**src/rtl/dqsw_wl_tap_ctrl.sv**
```systemverilog
// DDR3 write-leveling tap controller for one DQSW lane: sweeps the DQS delay
// upward until majority-voted DQ feedback shows a 0->1 transition.
module dqsw_wl_tap_ctrl #(
    parameter int MAX_TAPS      = 128,
    parameter int SETTLE_CYCLES = 8,
    parameter int SAMPLES       = 4,
    parameter int STEP_WAIT     = 4
) (
    input  logic       FAB_CLK,
    input  logic       RESET,
    input  logic       START,
    output logic       BUSY,
    output logic       DONE,
    output logic       ERROR,
    output logic [7:0] TAP_VALUE,
    output logic       DELAY_LINE_LOAD,
    output logic       DELAY_LINE_MOVE,
    output logic       DELAY_LINE_DIRECTION,
    input  logic       DELAY_LINE_OUT_OF_RANGE,
    output logic       EYE_MONITOR_CLEAR_FLAGS,
    output logic [1:0] TX_DATA,
    output logic [1:0] OE_DATA,
    input  logic [1:0] RX_DATA
);

    localparam logic [3:0] IDLE    = 4'd0;
    localparam logic [3:0] LOAD    = 4'd1;
    localparam logic [3:0] STROBE  = 4'd2;
    localparam logic [3:0] SETTLE  = 4'd3;
    localparam logic [3:0] CAPTURE = 4'd4;
    localparam logic [3:0] DECIDE  = 4'd5;
    localparam logic [3:0] STEP    = 4'd6;
    localparam logic [3:0] STEP_WT = 4'd7;
    localparam logic [3:0] DONE_S  = 4'd8;
    localparam logic [3:0] ERR_S   = 4'd9;

    logic [3:0] state_q, state_d;
    logic [7:0] tap_q, tap_d;
    logic [7:0] wait_q, wait_d;
    logic [3:0] samp_q, samp_d;
    logic [3:0] ones_q, ones_d;
    logic       seen_zero_q, seen_zero_d;
    logic       done_q, done_d;
    logic       err_q, err_d;
    logic [7:0] tap_value_q, tap_value_d;
    logic       busy_q, busy_d;
    logic       load_q, load_d;
    logic       move_q, move_d;
    logic       strobe_q, strobe_d;

    logic       vote_one;
    logic       last_tap;

    assign vote_one = {1'b0, ones_q} + {1'b0, ones_q} > 5'(SAMPLES);
    assign last_tap = tap_q == 8'(MAX_TAPS - 1);

    always_comb begin
        state_d     = state_q;
        tap_d       = tap_q;
        wait_d      = wait_q;
        samp_d      = samp_q;
        ones_d      = ones_q;
        seen_zero_d = seen_zero_q;
        done_d      = done_q;
        err_d       = err_q;
        tap_value_d = tap_value_q;
        case (state_q)
            IDLE, DONE_S, ERR_S: begin
                if (START) begin
                    state_d     = LOAD;
                    done_d      = 1'b0;
                    err_d       = 1'b0;
                    tap_d       = '0;
                    samp_d      = '0;
                    ones_d      = '0;
                    seen_zero_d = 1'b0;
                end
            end
            LOAD:   state_d = STROBE;
            STROBE: begin
                state_d = SETTLE;
                wait_d  = '0;
            end
            SETTLE: begin
                if (wait_q == 8'(SETTLE_CYCLES - 1)) state_d = CAPTURE;
                else wait_d = wait_q + 8'd1;
            end
            CAPTURE: begin
                samp_d = samp_q + 4'd1;
                if (&RX_DATA) ones_d = ones_q + 4'd1;
                if ({1'b0, samp_q} + 5'd1 < 5'(SAMPLES)) state_d = STROBE;
                else state_d = DECIDE;
            end
            DECIDE: begin
                // A 1 only counts as the edge once a 0 has been seen; the
                // leading high region is swept past like any other tap.
                if (vote_one && seen_zero_q) begin
                    tap_value_d = tap_q;
                    done_d      = 1'b1;
                    state_d     = DONE_S;
                end else begin
                    if (!vote_one) seen_zero_d = 1'b1;
                    if (last_tap) begin
                        err_d   = 1'b1;
                        state_d = ERR_S;
                    end else begin
                        state_d = STEP;
                    end
                end
            end
            STEP: begin
                if (DELAY_LINE_OUT_OF_RANGE) begin
                    err_d   = 1'b1;
                    state_d = ERR_S;
                end else begin
                    tap_d   = tap_q + 8'd1;
                    samp_d  = '0;
                    ones_d  = '0;
                    wait_d  = '0;
                    state_d = STEP_WT;
                end
            end
            STEP_WT: begin
                if (wait_q == 8'(STEP_WAIT - 1)) state_d = STROBE;
                else wait_d = wait_q + 8'd1;
            end
            default: state_d = IDLE;
        endcase
    end

    // Outputs are registered from the next state so they align with state_q.
    always_comb begin
        busy_d   = !(state_d == IDLE || state_d == DONE_S || state_d == ERR_S);
        load_d   = state_d == LOAD;
        move_d   = state_q == STEP && state_d == STEP_WT;
        strobe_d = state_d == STROBE;
    end

    always_ff @(posedge FAB_CLK or posedge RESET) begin
        if (RESET) begin
            state_q     <= IDLE;
            tap_q       <= '0;
            wait_q      <= '0;
            samp_q      <= '0;
            ones_q      <= '0;
            seen_zero_q <= 1'b0;
            done_q      <= 1'b0;
            err_q       <= 1'b0;
            tap_value_q <= '0;
            busy_q      <= 1'b0;
            load_q      <= 1'b0;
            move_q      <= 1'b0;
            strobe_q    <= 1'b0;
        end else begin
            state_q     <= state_d;
            tap_q       <= tap_d;
            wait_q      <= wait_d;
            samp_q      <= samp_d;
            ones_q      <= ones_d;
            seen_zero_q <= seen_zero_d;
            done_q      <= done_d;
            err_q       <= err_d;
            tap_value_q <= tap_value_d;
            busy_q      <= busy_d;
            load_q      <= load_d;
            move_q      <= move_d;
            strobe_q    <= strobe_d;
        end
    end

    assign BUSY                    = busy_q;
    assign DONE                    = done_q;
    assign ERROR                   = err_q;
    assign TAP_VALUE               = tap_value_q;
    assign DELAY_LINE_LOAD         = load_q;
    assign EYE_MONITOR_CLEAR_FLAGS = load_q;
    assign DELAY_LINE_MOVE         = move_q;
    assign DELAY_LINE_DIRECTION    = busy_q;
    assign TX_DATA                 = strobe_q ? 2'b10 : 2'b00;
    assign OE_DATA                 = strobe_q ? 2'b11 : 2'b00;

endmodule

```
**config.mk**
```make
export PLATFORM = sky130hd
export DESIGN_NAME = dqsw_wl_tap_ctrl
export DESIGN_NICKNAME = d
export VERILOG_FILES = /design/src/rtl/dqsw_wl_tap_ctrl.sv
export SDC_FILE = /design/constraint.sdc
export NUM_CORES = 1
export LEC_CHECK = 0
export BUFFER_PORTS_ARGS = -buffer_cell sky130_fd_sc_hd__buf_2
export CELL_PAD_IN_SITES_DETAIL_PLACEMENT = 0
export CELL_PAD_IN_SITES_GLOBAL_PLACEMENT = 1
export CORE_UTILIZATION = 35
export DETAILED_ROUTE_END_ITERATION = 10
export PLACE_DENSITY = 0.62
export SYNTH_ARGS = -nofsm -noshare
export SYNTH_HDL_FRONTEND = slang
export SYNTH_SLANG_ARGS = --single-unit
```
**constraint.sdc**
```tcl
create_clock -name FAB_CLK -period 2.9 [get_ports FAB_CLK]
set_clock_uncertainty 0.15 [all_clocks]
set_input_delay 0.435 -clock FAB_CLK [delete_from_list [all_inputs] [get_ports FAB_CLK]]
set_output_delay 0.435 -clock FAB_CLK [all_outputs]
set_load 0.005 [all_outputs]
```
# Yosys cells after proc, flatten, opt, wreduce, memory -nomap -nowiden
# Index checks and enable logic that the tools add are counted.
# Widths: inputs -> output; s select.
# word_totals
ff_bits	43
latch_bits	0
mem_bits_rw	0
mem_bits_ro	0
out_inout_bits	19
word_cells	102
n_memories	0
# op_classes
add_sub_neg	6
multipliers	0
div_mod_pow	0
n_lt_le_gt_ge	2
n_eq_ne	27
n_shift	0
n_mux	32
bitwise_logic	0
reduce_logical	22
# op_table
op	n
$mux 8	5
$mux 4	9
$pmux 4 s8	1
$pmux 8 s4	1
$pmux 4 s3	2
$eq 4x3->1 const B	5
$ne 2x2->1 const B	10
$add 8x1->8 const B	2
$eq 4x4->1 const B	4
$pmux 8 s2	1
$eq 4x2->1 const B	3
$reduce_and 4->1	3
$reduce_and 3->1	3
$add 4x1->4 const B	2
$eq 4x1->1 const B	2
$eq 8x2->1 const B	1
$eq 8x3->1 const B	1
$eq 8x7->1 const B	1
$logic_not 4->1	2
$mux 1	7
$reduce_bool 3->1	2
$add 4x1->5 const B	1
$add 4x4->5	1
$gt 5x3->1 const B	1
other kinds (13)	19

# Longest topological paths before layout
# Gate-level depths: netlist of the first run.
# logic_depth
word_depth	9
mapped_depth	7
ltp_nobuf	6

# Worst setup path after synthesis of the first run
# OpenSTA, ideal clock, no wires.
# synth_path
path_type	reg2reg
start	register wait_q[0]
end	register busy_q (netlist: BUSY)
arrival_time_ns	1.854
t_required_ns	2.619
setup_slack_ns	0.765
stages_incl_launch_ff	7
path_buffers	0
period_less_slack_ns	2.135
path_cell_list	dfrtp_1 > ha_1 > or4b_4 > o21ba_1 > a211oi_2 > o31ai_1 > or3_1
# synth_between
elab_chain_len	7
# synth_rtl
item	line_no	rtl
start, declared	39	logic [7:0] wait_q, wait_d;
start signal, assigned	157	wait_q <= wait_d;
$eq 8x2->1 / $eq 8x3->1 (equally long branches)	124, 85	
$mux 4, on equally long branches	124, 85	
$pmux 4 s8 *	67	case (state_q)
net state_d[1]	37	logic [3:0] state_q, state_d;
$eq 4x4->1 / $logic_not 4->1 (equally long branches)	133	busy_d = !(state_d == IDLE || state_d == DONE_S || state_d == ERR_S);
$logic_or 1x1->1	133	
$logic_or 1x1->1 *	133	
$logic_not 1->1 *	133	
net busy_d	46	logic busy_q, busy_d;
end signal, assigned	164	busy_q <= busy_d;
end, declared	46	
# Mark *: on every way through the listed nets, which the timed path passes. The rest lies on a longest branch.
# A chain may end at the register's enable or synchronous reset.

# Worst setup path in the final report of the first run
# layout_path
start	register wait_q[0]
end	register wait_q[2]
# layout_between
elab_chain_len	3
# layout_rtl
item	line_no	rtl
$add 8x1->8 (tied with other cells)	86, 125	
$mux 8 (tied with other cells)	124	if (wait_q == 8'(STEP_WAIT - 1)) state_d = STROBE;
$pmux 8 s4 / $reduce_and 4->1 (equally long branches)	-	
# Parallel ways exist; a longest one is shown, timed or not. The select of a mux whose other input is x is not followed.

==> flow_summary.ini, run 1 <==
[run_status]
status = complete, no violations

[sta]
relSlewSlack_pct = 40.1
fmaxAchievable_ghz = 0.416
finalHoldViolations = 0
fin_tns_setup_ns = 0
maxSlewViolCount = 0
fin_crit_sh_pct = 82.9
tightest_slew_ns = 0.897
fin_crit_ns = 2.40
setup_viol = 0
rsz0062_at_grt = no

[grt]
grt_overflow_total = 0
grt_use_total_pct = 15.9
grt_max_degree = 44
grt_pass1_wl_mm = 8.16
grt_pass1_vias = 1688
antenna_found_initial = 0

[yosys]
synth_edf_count = 0
synthCells = 226
synth_compound_area_share_pct = 16.5
synth-seq-area-share_pct = 47.3
synthAdderAreaFrac_pct = 2.20
synth_mux_area_share_pct = 5.83
synth.avg_cell_area_sq_um = 10.1
synth_area_sq_um = 2270
synth_simple_gate_area_share_pct = 21.7
synth_warnings = 0
syn_nets = 236
synth_cell_types = 51
yosys_most_used_dff = dfrtp_1
yosys.area_share.xor_xnor_pct = 1.93
ys_seq_elements = 43
synth_top_family_by_area = simple AND/OR/NAND/NOR gates
synthArstFlopShare_pct = 100

[cells_and_area]
fillers = 640
utilization_pct = 41.2
nNetsFinal = 254
syn2layout_area_growth_pct = 10.6
antenna_cells = 0
seqCellArea_sq_um = 1080
drive_gt1_share_pct = 20.8
multi_input_area_sq_um = 1100

[routing]
dr.pass1.iters = 4
wl_mm = 4.68
drcViolationCount = 0
first_iter_violations = 91
vias = 1747
drt.antenna.violating_nets = 0
wl_per_cell_um = 14.6
via_per_inst = 5.46

[clocking]
clkLatencyLatePin_ns = 0.29
max-clock-path-buffers = 2
cts_setup_buffers = 0
cts_sinks = 43
cts_buffers = 5
path_clk_slew_ns = 0.08
hold_buffers = 0
cts_root_buf = clkbuf_8
htree_levels = 2
cts_tree = done
cts_resized = 0

[floorplan]
start_util_pct = 37.3
dieWidth_um = 82.6
die-area_sq_um = 6820
core_area_sq_um = 6100
core.rowCount = 28
die_h_um = 82.6
io_pins = 25

[worst_setup_path]
critPathTopFamily = compound AO/OA/AOI/OAI gates
crit_path_end_kind = register
cp.arrival_ns = 2.48
criticalPathCategory = reg -> reg
crit_chain = ha_1, or4b_4, o22ai_2, a2111oi_4, and2_0, a22o_1
cp_slowest_cell = a2111oi_4
path_max_fanout = 10
critical-path-max-stage-delay_ns = 0.64
worst-path-buf-inv = 0
required_ns = 2.98
start_kind = register

[pwr]
power_density_nw_per_um2 = 728
p_leak_nw = 1.21
ir_drop_uv = 255

[worst_hold_path]
hold_path_class = in -> async

[placed_design]
place_hpwl_mm = 3.31
io_buffers = 23
gp_congestion = 0.738

[job]
max_cap_viol_count = 0
cells in the mapped netlist (all sizes together) (4+ instances only):
cell type	n	area, sq um
buf	10	65.1
ha	4	50.1
dfrtp	43	1080
nor3	8	45.0
nand4	5	31.3
mux2	10	113
inv	6	22.5
nor2	20	75.1
nand3	9	45.0
or3	4	25.0
a22o	9	78.8
nand2	23	86.3
o21ai	16	80.1
a21oi	6	30.0
metrics by stage:
| stage | cell area, sq um | worst slack [ns] | hold slack, ns | power (mW) | cells |
|---|---|---|---|---|---|
| after global routing | 2510 | 0.320 | 0.264 | 1.98 | 320 |
| after floorplan | 2270 | 0.765 | 0.299 | 1.32 | 226 |
| after CTS | 2510 | 0.466 | 0.222 | 1.86 | 320 |
| after detailed placement | 2410 | 0.492 | 0.336 | 1.44 | 312 |
| final | 2510 | 0.495 | 0.185 | 1.83 | 320 |
| after global placement | 2410 | 0.507 | 0.327 | 1.44 | 312 |
sequential cells by signal (all words and copies together), names as in the netlist:
signal,cells
ones_q,4
TAP_VALUE,8
tap_q,8
DELAY_LINE_MOVE,1
state_q,4
samp_q,4
seen_zero_q,1
ERROR,1
DELAY_LINE_LOAD,1
BUSY,1
DONE,1
wait_q,8
strobe_q,1
path summary, 6_finish.rpt:
path	end	from	cells past startpoint	slack [ns]
worst min register to register	ones_q[3]	ones_q[3]	1	0.34
worst max register to register	wait_q[2]	wait_q[0]	6	0.50
worst max-delay path	wait_q[2]	wait_q[0]	6	0.50
min in group FAB_CLK	ones_q[1]	RX_DATA[1]	3	0.29
worst min-delay path	ones_q[1]	RESET	2	0.18
max in group asynchronous	wait_q[3]	RESET	2	1.86
worst register-to-register path, delay by kind of cell (launching register included):
| kind | cells | cell delay, ns |
|---|---|---|
| DFF | 1 | 0.41 |
| AOI/OAI and AO/OA | 3 | 0.91 |
| adders and majority gates | 1 | 0.24 |
| and+or+nand+nor | 2 | 0.64 |
cell type report:
class | instances | share of cell area, %
Multi-Input combinational cell | 164 | 43.7
Sequential cell | 43 | 42.8
Timing Repair Buffer | 24 | 4.88
Clock buffer | 8 | 3.98
Tap cell | 75 | 3.73
Inverter | 6 | 0.896
logic make-up after synthesis:
group | after synthesis
compound gates | 50
xor+xnor | 5
fa+ha+maj | 4
buf+inv | 19
flops | 43
mux | 12
other cells | 1
simple gates | 92
power by group:
part / total (mW) / internal [mW] / leakage [nW] / switching, mW
combinational: 0.560 / 0.264 / 0.584 / 0.296
clock: 0.410 / 0.217 / 0.0515 / 0.192
sequential: 0.861 / 0.703 / 0.579 / 0.158
total: 1.83 / 1.19 / 1.21 / 0.646
placed cells by master (no fill, tap or decap), drive strengths merged, types with 6 or more instances in the layout:
master	Yosys	layout
nand3	9	9
a21oi	6	6
mux2	10	10
nand2	23	23
clkbuf	3	8
nor2	20	20
nor3	8	8
buf	10	24
a22o	9	9
inv	6	6
o21ai	16	16
dfrtp	43	43
per-layer routing:
layer  up-vias  track usage (%)  wire length, um  share of wire [%]
met5         -                0                0                  0
met4         0             4.31               39               0.83
met3         4             4.73              199                4.3
met2        36             24.0             2150                 46
met1       854             22.0             2290                 49
li1        853                -                -                  -
No activity file was read; power rests on OpenSTA's default activity.
==> run 2: changes to the inputs <==
- clock period: 2.9 -> 2.4 ns (I/O delays scaled with it)
==> run 2 against run 1 <==
  * Critical path depth unchanged
  * Worst hold slack better by 0.023 ns
  * Combinational power rose by 40%
  * First-iteration DRC count rose by 18%
  * Die area stayed put
  * Sequential share of layout area fell by 1.7 points
  * Worst setup slack lost 0.39 ns
==> flow_summary.ini, run 2 (same netlist as run 1, synthesis figures left out) <==
[floorplan]
die-area_sq_um = 6820
core.rowCount = 28
core_area_sq_um = 6100
io_pins = 25
die_h_um = 82.6
start_util_pct = 37.3
dieWidth_um = 82.6

[cells_and_area]
utilization_pct = 42.9
syn2layout_area_growth_pct = 15.1
most-common-layout-cells = dfrtp_1 (43), nand2_1 (23), buf_2 (23), nor2_1 (20), o21ai_0 (16)
stdcell_count = 329
antenna_cells = 0
final_common_cell = dfrtp_1
fillers = 618
final_area_sq_um = 2620
nNetsFinal = 264
drive_gt1_share_pct = 24.4

[worst_setup_path]
criticalPathCategory = reg -> reg
path_max_fanout = 5
required_ns = 2.42
start_kind = register
r2r_start = wait_q[0]
r2r_cells = 6
startpoint = wait_q[0]
crit_path_end_kind = register
cp.arrival_ns = 2.31

[pwr]
internal-power_mw = 1.53
ir_drop_uv = 354
clkPwrFrac_pct = 23.3
p_leak_nw = 1.26
p_comb_share_pct = 33.3
power_density_nw_per_um2 = 901
p_seq_share_pct = 43.4
p_sw_share_pct = 35.3
p_switching_uw = 833

[sta]
fin_crit_ns = 2.29
relSlewSlack_pct = 61.4
setup_viol = 0
fmaxAchievable_ghz = 0.436
finalHoldViolations = 0
fin_tns_setup_ns = 0
fin_crit_sh_pct = 95.5
maxSlewViolCount = 0
rsz0062_at_grt = no
whs_ns = 0.208
tightest_slew_ns = 0.577

[placed_design]
io_buffers = 23
place_hpwl_mm = 3.60
dpl.cell_count = 321
gp_congestion = 0.782
place_area_sq_um = 2490

[clocking]
path_clk_slew_ns = 0.09
cts_tree = done
clkLatencyLatePin_ns = 0.29
cts_buffers = 5
max-clock-path-buffers = 2
htree_levels = 2
cts_sinks = 43
cts_setup_buffers = 0
cts_root_buf = clkbuf_8

[job]
max_cap_viol_count = 0

[grt]
grt_pass1_wl_mm = 8.54
grt_use_total_pct = 16.7
grt_max_degree = 23
grt_overflow_total = 0
grt_pass1_vias = 1756
antenna_found_initial = 0

[run_status]
status = complete, no violations

[routing]
wl_mm = 5.05
wl_per_cell_um = 15.3
first_iter_violations = 107
drt.antenna.violating_nets = 0
dr.pass1.iters = 4
drcViolationCount = 0
via_per_inst = 5.32
vias = 1751

[worst_hold_path]
min_path_cells = 3
hold_path_startpoint = RX_DATA[1]
hold_path_class = in -> reg
==> run 2: routing by layer <==
layer  vias up  global-route usage (%)  share of wire (%)
met5         -                       0                  0
li1        875                       -                  -
met2        23                    26.6                 47
met3         2                    2.31                2.5
met4         0                    5.34               0.50
met1       851                    23.3                 50
==> run 2: path summary, 6_finish.rpt <==
| check | to | slack, ns |
|---|---|---|
| max | BUSY | 0.11 |
| min | ones_q[1] | 0.21 |
| max reg2reg | BUSY | 0.11 |
| min reg2reg | ones_q[3] | 0.35 |
| max in group asynchronous | strobe_q | 1.13 |
| min in group asynchronous | tap_q[7] | 0.49 |
==> run 2: final cells by class <==
| class | count | area, sq um | area share [%] |
|---|---|---|---|
| Clock inverter | 2 | 37.5 | 1.43 |
| Timing Repair Buffer | 34 | 213 | 8.13 |
| Sequential cell | 43 | 1080 | 41.1 |
| Inverter | 6 | 22.5 | 0.860 |
| Multi-Input combinational cell | 164 | 1110 | 42.3 |
| Clock buffer | 5 | 68.8 | 2.63 |
| Tap cell | 75 | 93.8 | 3.59 |
==> run 2: power groups by stage <==
stage / Clock (mW) / Sequential (mW) / Combinational [mW]
3_5_place_dp: 0 / 1.03 / 0.779
4_1_cts: 0.572 / 1.02 / 0.781
5_1_grt: 0.593 / 1.05 / 0.885
2_1_floorplan: 0 / 0.959 / 0.631
3_3_place_gp: 0 / 1.04 / 0.775
6_report: 0.550 / 1.02 / 0.785
==> run 2: worst max-delay path: stages (launching register included) <==
cell	delay [ns]
dfrtp_1	0.39
ha_2	0.21
or4b_4	0.51
o21ba_1	0.23
nor3_1	0.30
nor2_1	0.08
or3_1	0.31
==> run 2: metrics by stage <==
| step | worst slack (ns) | power, mW |
|---|---|---|
| floorplan | 0.265 | 1.59 |
| global placement | 0.171 | 1.81 |
| detailed placement | 0.124 | 1.81 |
| CTS | 0.108 | 2.38 |
| global route | 0.00862 | 2.53 |
| finish | 0.108 | 2.36 |
==> run 2: what timing repair did <==
action | in CTS | in global routing
endpoints found under the hold margin | 21 | 0
setup endpoints to repair | 0 | 1
hold buffers | 1 | 0
resized for setup | 0 | 2
==> run 3: changes to the inputs <==
- SETUP_SLACK_MARGIN: not set -> 0.15
==> run 3 against run 2 <==
  * Register-to-register slack improved by 0.05 ns
  * Highest routed layer unchanged
  * Critical path type unchanged
  * Worst hold slack got worse by 0.0035 ns
  * First-iteration DRC count fell by 12%
==> flow_summary.ini, run 3 (same netlist as run 1, synthesis figures left out) <==
[grt]
grt_use_total_pct = 16.8
grt_pass1_wl_mm = 8.65
antenna_found_initial = 0
grt_overflow_total = 0
grt_max_degree = 23
grt_pass1_vias = 1798

[sta]
fmaxAchievable_ghz = 0.445
fin_tns_setup_ns = 0
fin_crit_ns = 2.25
rsz0062_at_grt = yes
tightest_slew_ns = 0.569
finalHoldViolations = 0
fin_crit_sh_pct = 93.5
setup_viol = 0
maxSlewViolCount = 0
relSlewSlack_pct = 62.1

[clocking]
cts_root_buf = clkbuf_8
max-clock-path-buffers = 2
htree_levels = 2
clkLatencyLatePin_ns = 0.30
cts_sinks = 43
path_clk_slew_ns = 0.09
cts_tree = done
cts_buffers = 5

[job]
max_cap_viol_count = 0

[pwr]
internal-power_mw = 1.61
clkPwrFrac_pct = 22.5
p_comb_share_pct = 36.2
power_density_nw_per_um2 = 924
ir_drop_uv = 345
p_switching_uw = 861
p_seq_share_pct = 41.3
p_sw_share_pct = 34.9
p_leak_nw = 1.28

[floorplan]
core_area_sq_um = 6100
core.rowCount = 28
die_h_um = 82.6
start_util_pct = 37.3
dieWidth_um = 82.6
die-area_sq_um = 6820
io_pins = 25

[routing]
first_iter_violations = 94
drt.antenna.violating_nets = 0
via_per_inst = 5.34
wl_per_cell_um = 15.3
dr.pass1.iters = 4
drcViolationCount = 0
vias = 1779
wl_mm = 5.10

[worst_hold_path]
hold_path_startpoint = RX_DATA[1]
min_path_cells = 3
hold_path_class = in -> reg
whs_endpoint = ones_q[1]

[cells_and_area]
most-common-layout-cells = dfrtp_1 (43), nand2_1 (23), buf_2 (23), nor2_1 (19), o21ai_0 (16)
final_area_sq_um = 2670
drive_gt1_share_pct = 27.1
nNetsFinal = 268
final_common_cell = dfrtp_1
syn2layout_area_growth_pct = 17.4
antenna_cells = 0

[worst_setup_path]
cp.arrival_ns = 2.27
reg2reg_to = BUSY
path_max_fanout = 5
r2r_start = wait_q[1]
regToRegSetupSlack_ns = 0.15
start_kind = register
crit_path_end_kind = register
criticalPathCategory = reg -> reg
r2r_cells = 6
required_ns = 2.43

[placed_design]
io_buffers = 23
place_area_sq_um = 2490
gp_congestion = 0.782
place_hpwl_mm = 3.60

[run_status]
status = complete, no violations
==> run 3: worst max path at each step <==
stage	startpoint	to	slack (ns)	cells past startpoint
finish	wait_q[1]	BUSY	0.15	6
global placement	wait_q[0]	BUSY	0.17	6
CTS	wait_q[0]	BUSY	0.17	6
floorplan	wait_q[0]	BUSY	0.26	6
detailed placement	wait_q[0]	BUSY	0.12	6
global route	wait_q[1]	BUSY	0.08	6
==> run 3: repair_timing <==
item | 4_1_cts | 5_1_grt
gates resized for setup | 4 | 5
buffers inserted | 3 | 1
endpoints found under the setup margin | 5 | 8
pin swaps | 2 | 0
hold buffers | 1 | 0
hold endpoints to repair | 21 | 0
==> run 3: area by class of cell <==
cell class / count / area, sq um
Fill cell: 621 / 3430
Tap cell: 75 / 93.8
Clock inverter: 2 / 37.5
Sequential cell: 43 / 1080
Clock buffer: 5 / 68.8
Inverter: 6 / 22.5
Multi-Input combinational cell: 164 / 1130
Timing Repair Buffer: 38 / 243
==> run 3: routing by layer <==
layer  share of wire, %  GRT usage, %  vias to the layer above
li1                   -             -                      880
met1                 49          23.2                      864
met2                 47          26.9                       29
met3                3.0          2.42                        6
met4                1.1          6.03                        0
met5                  0             0                        -
==> run 3: stage by stage <==
stage               util (%)  total power, mW  setup slack, ns  std cells  hold WS (ns)
finish                  43.8             2.47            0.155        333         0.204
global route            43.8             2.64           0.0826        333         0.225
CTS                     43.4             2.45            0.172        332         0.199
detailed placement      40.9             1.81            0.124        321         0.267
global placement        40.9             1.81            0.171        321         0.258
floorplan                  -             1.59            0.265        226         0.299
==> run 3: power by group through the flow <==
stage	logic (mW)	clock network, mW	registers (mW)
6_report	0.892	0.555	1.02
5_1_grt	0.997	0.593	1.05
3_5_place_dp	0.779	0	1.03
4_1_cts	0.856	0.572	1.02
2_1_floorplan	0.631	0	0.959
3_3_place_gp	0.775	0	1.04
==> run 3: critical path, stage by stage (launching register included) <==
cell      delay, ns
dfrtp_1        0.37
ha_2           0.20
or4b_4         0.51
o21ba_4        0.24
a211oi_4       0.21
o31ai_2        0.10
or3_1          0.35
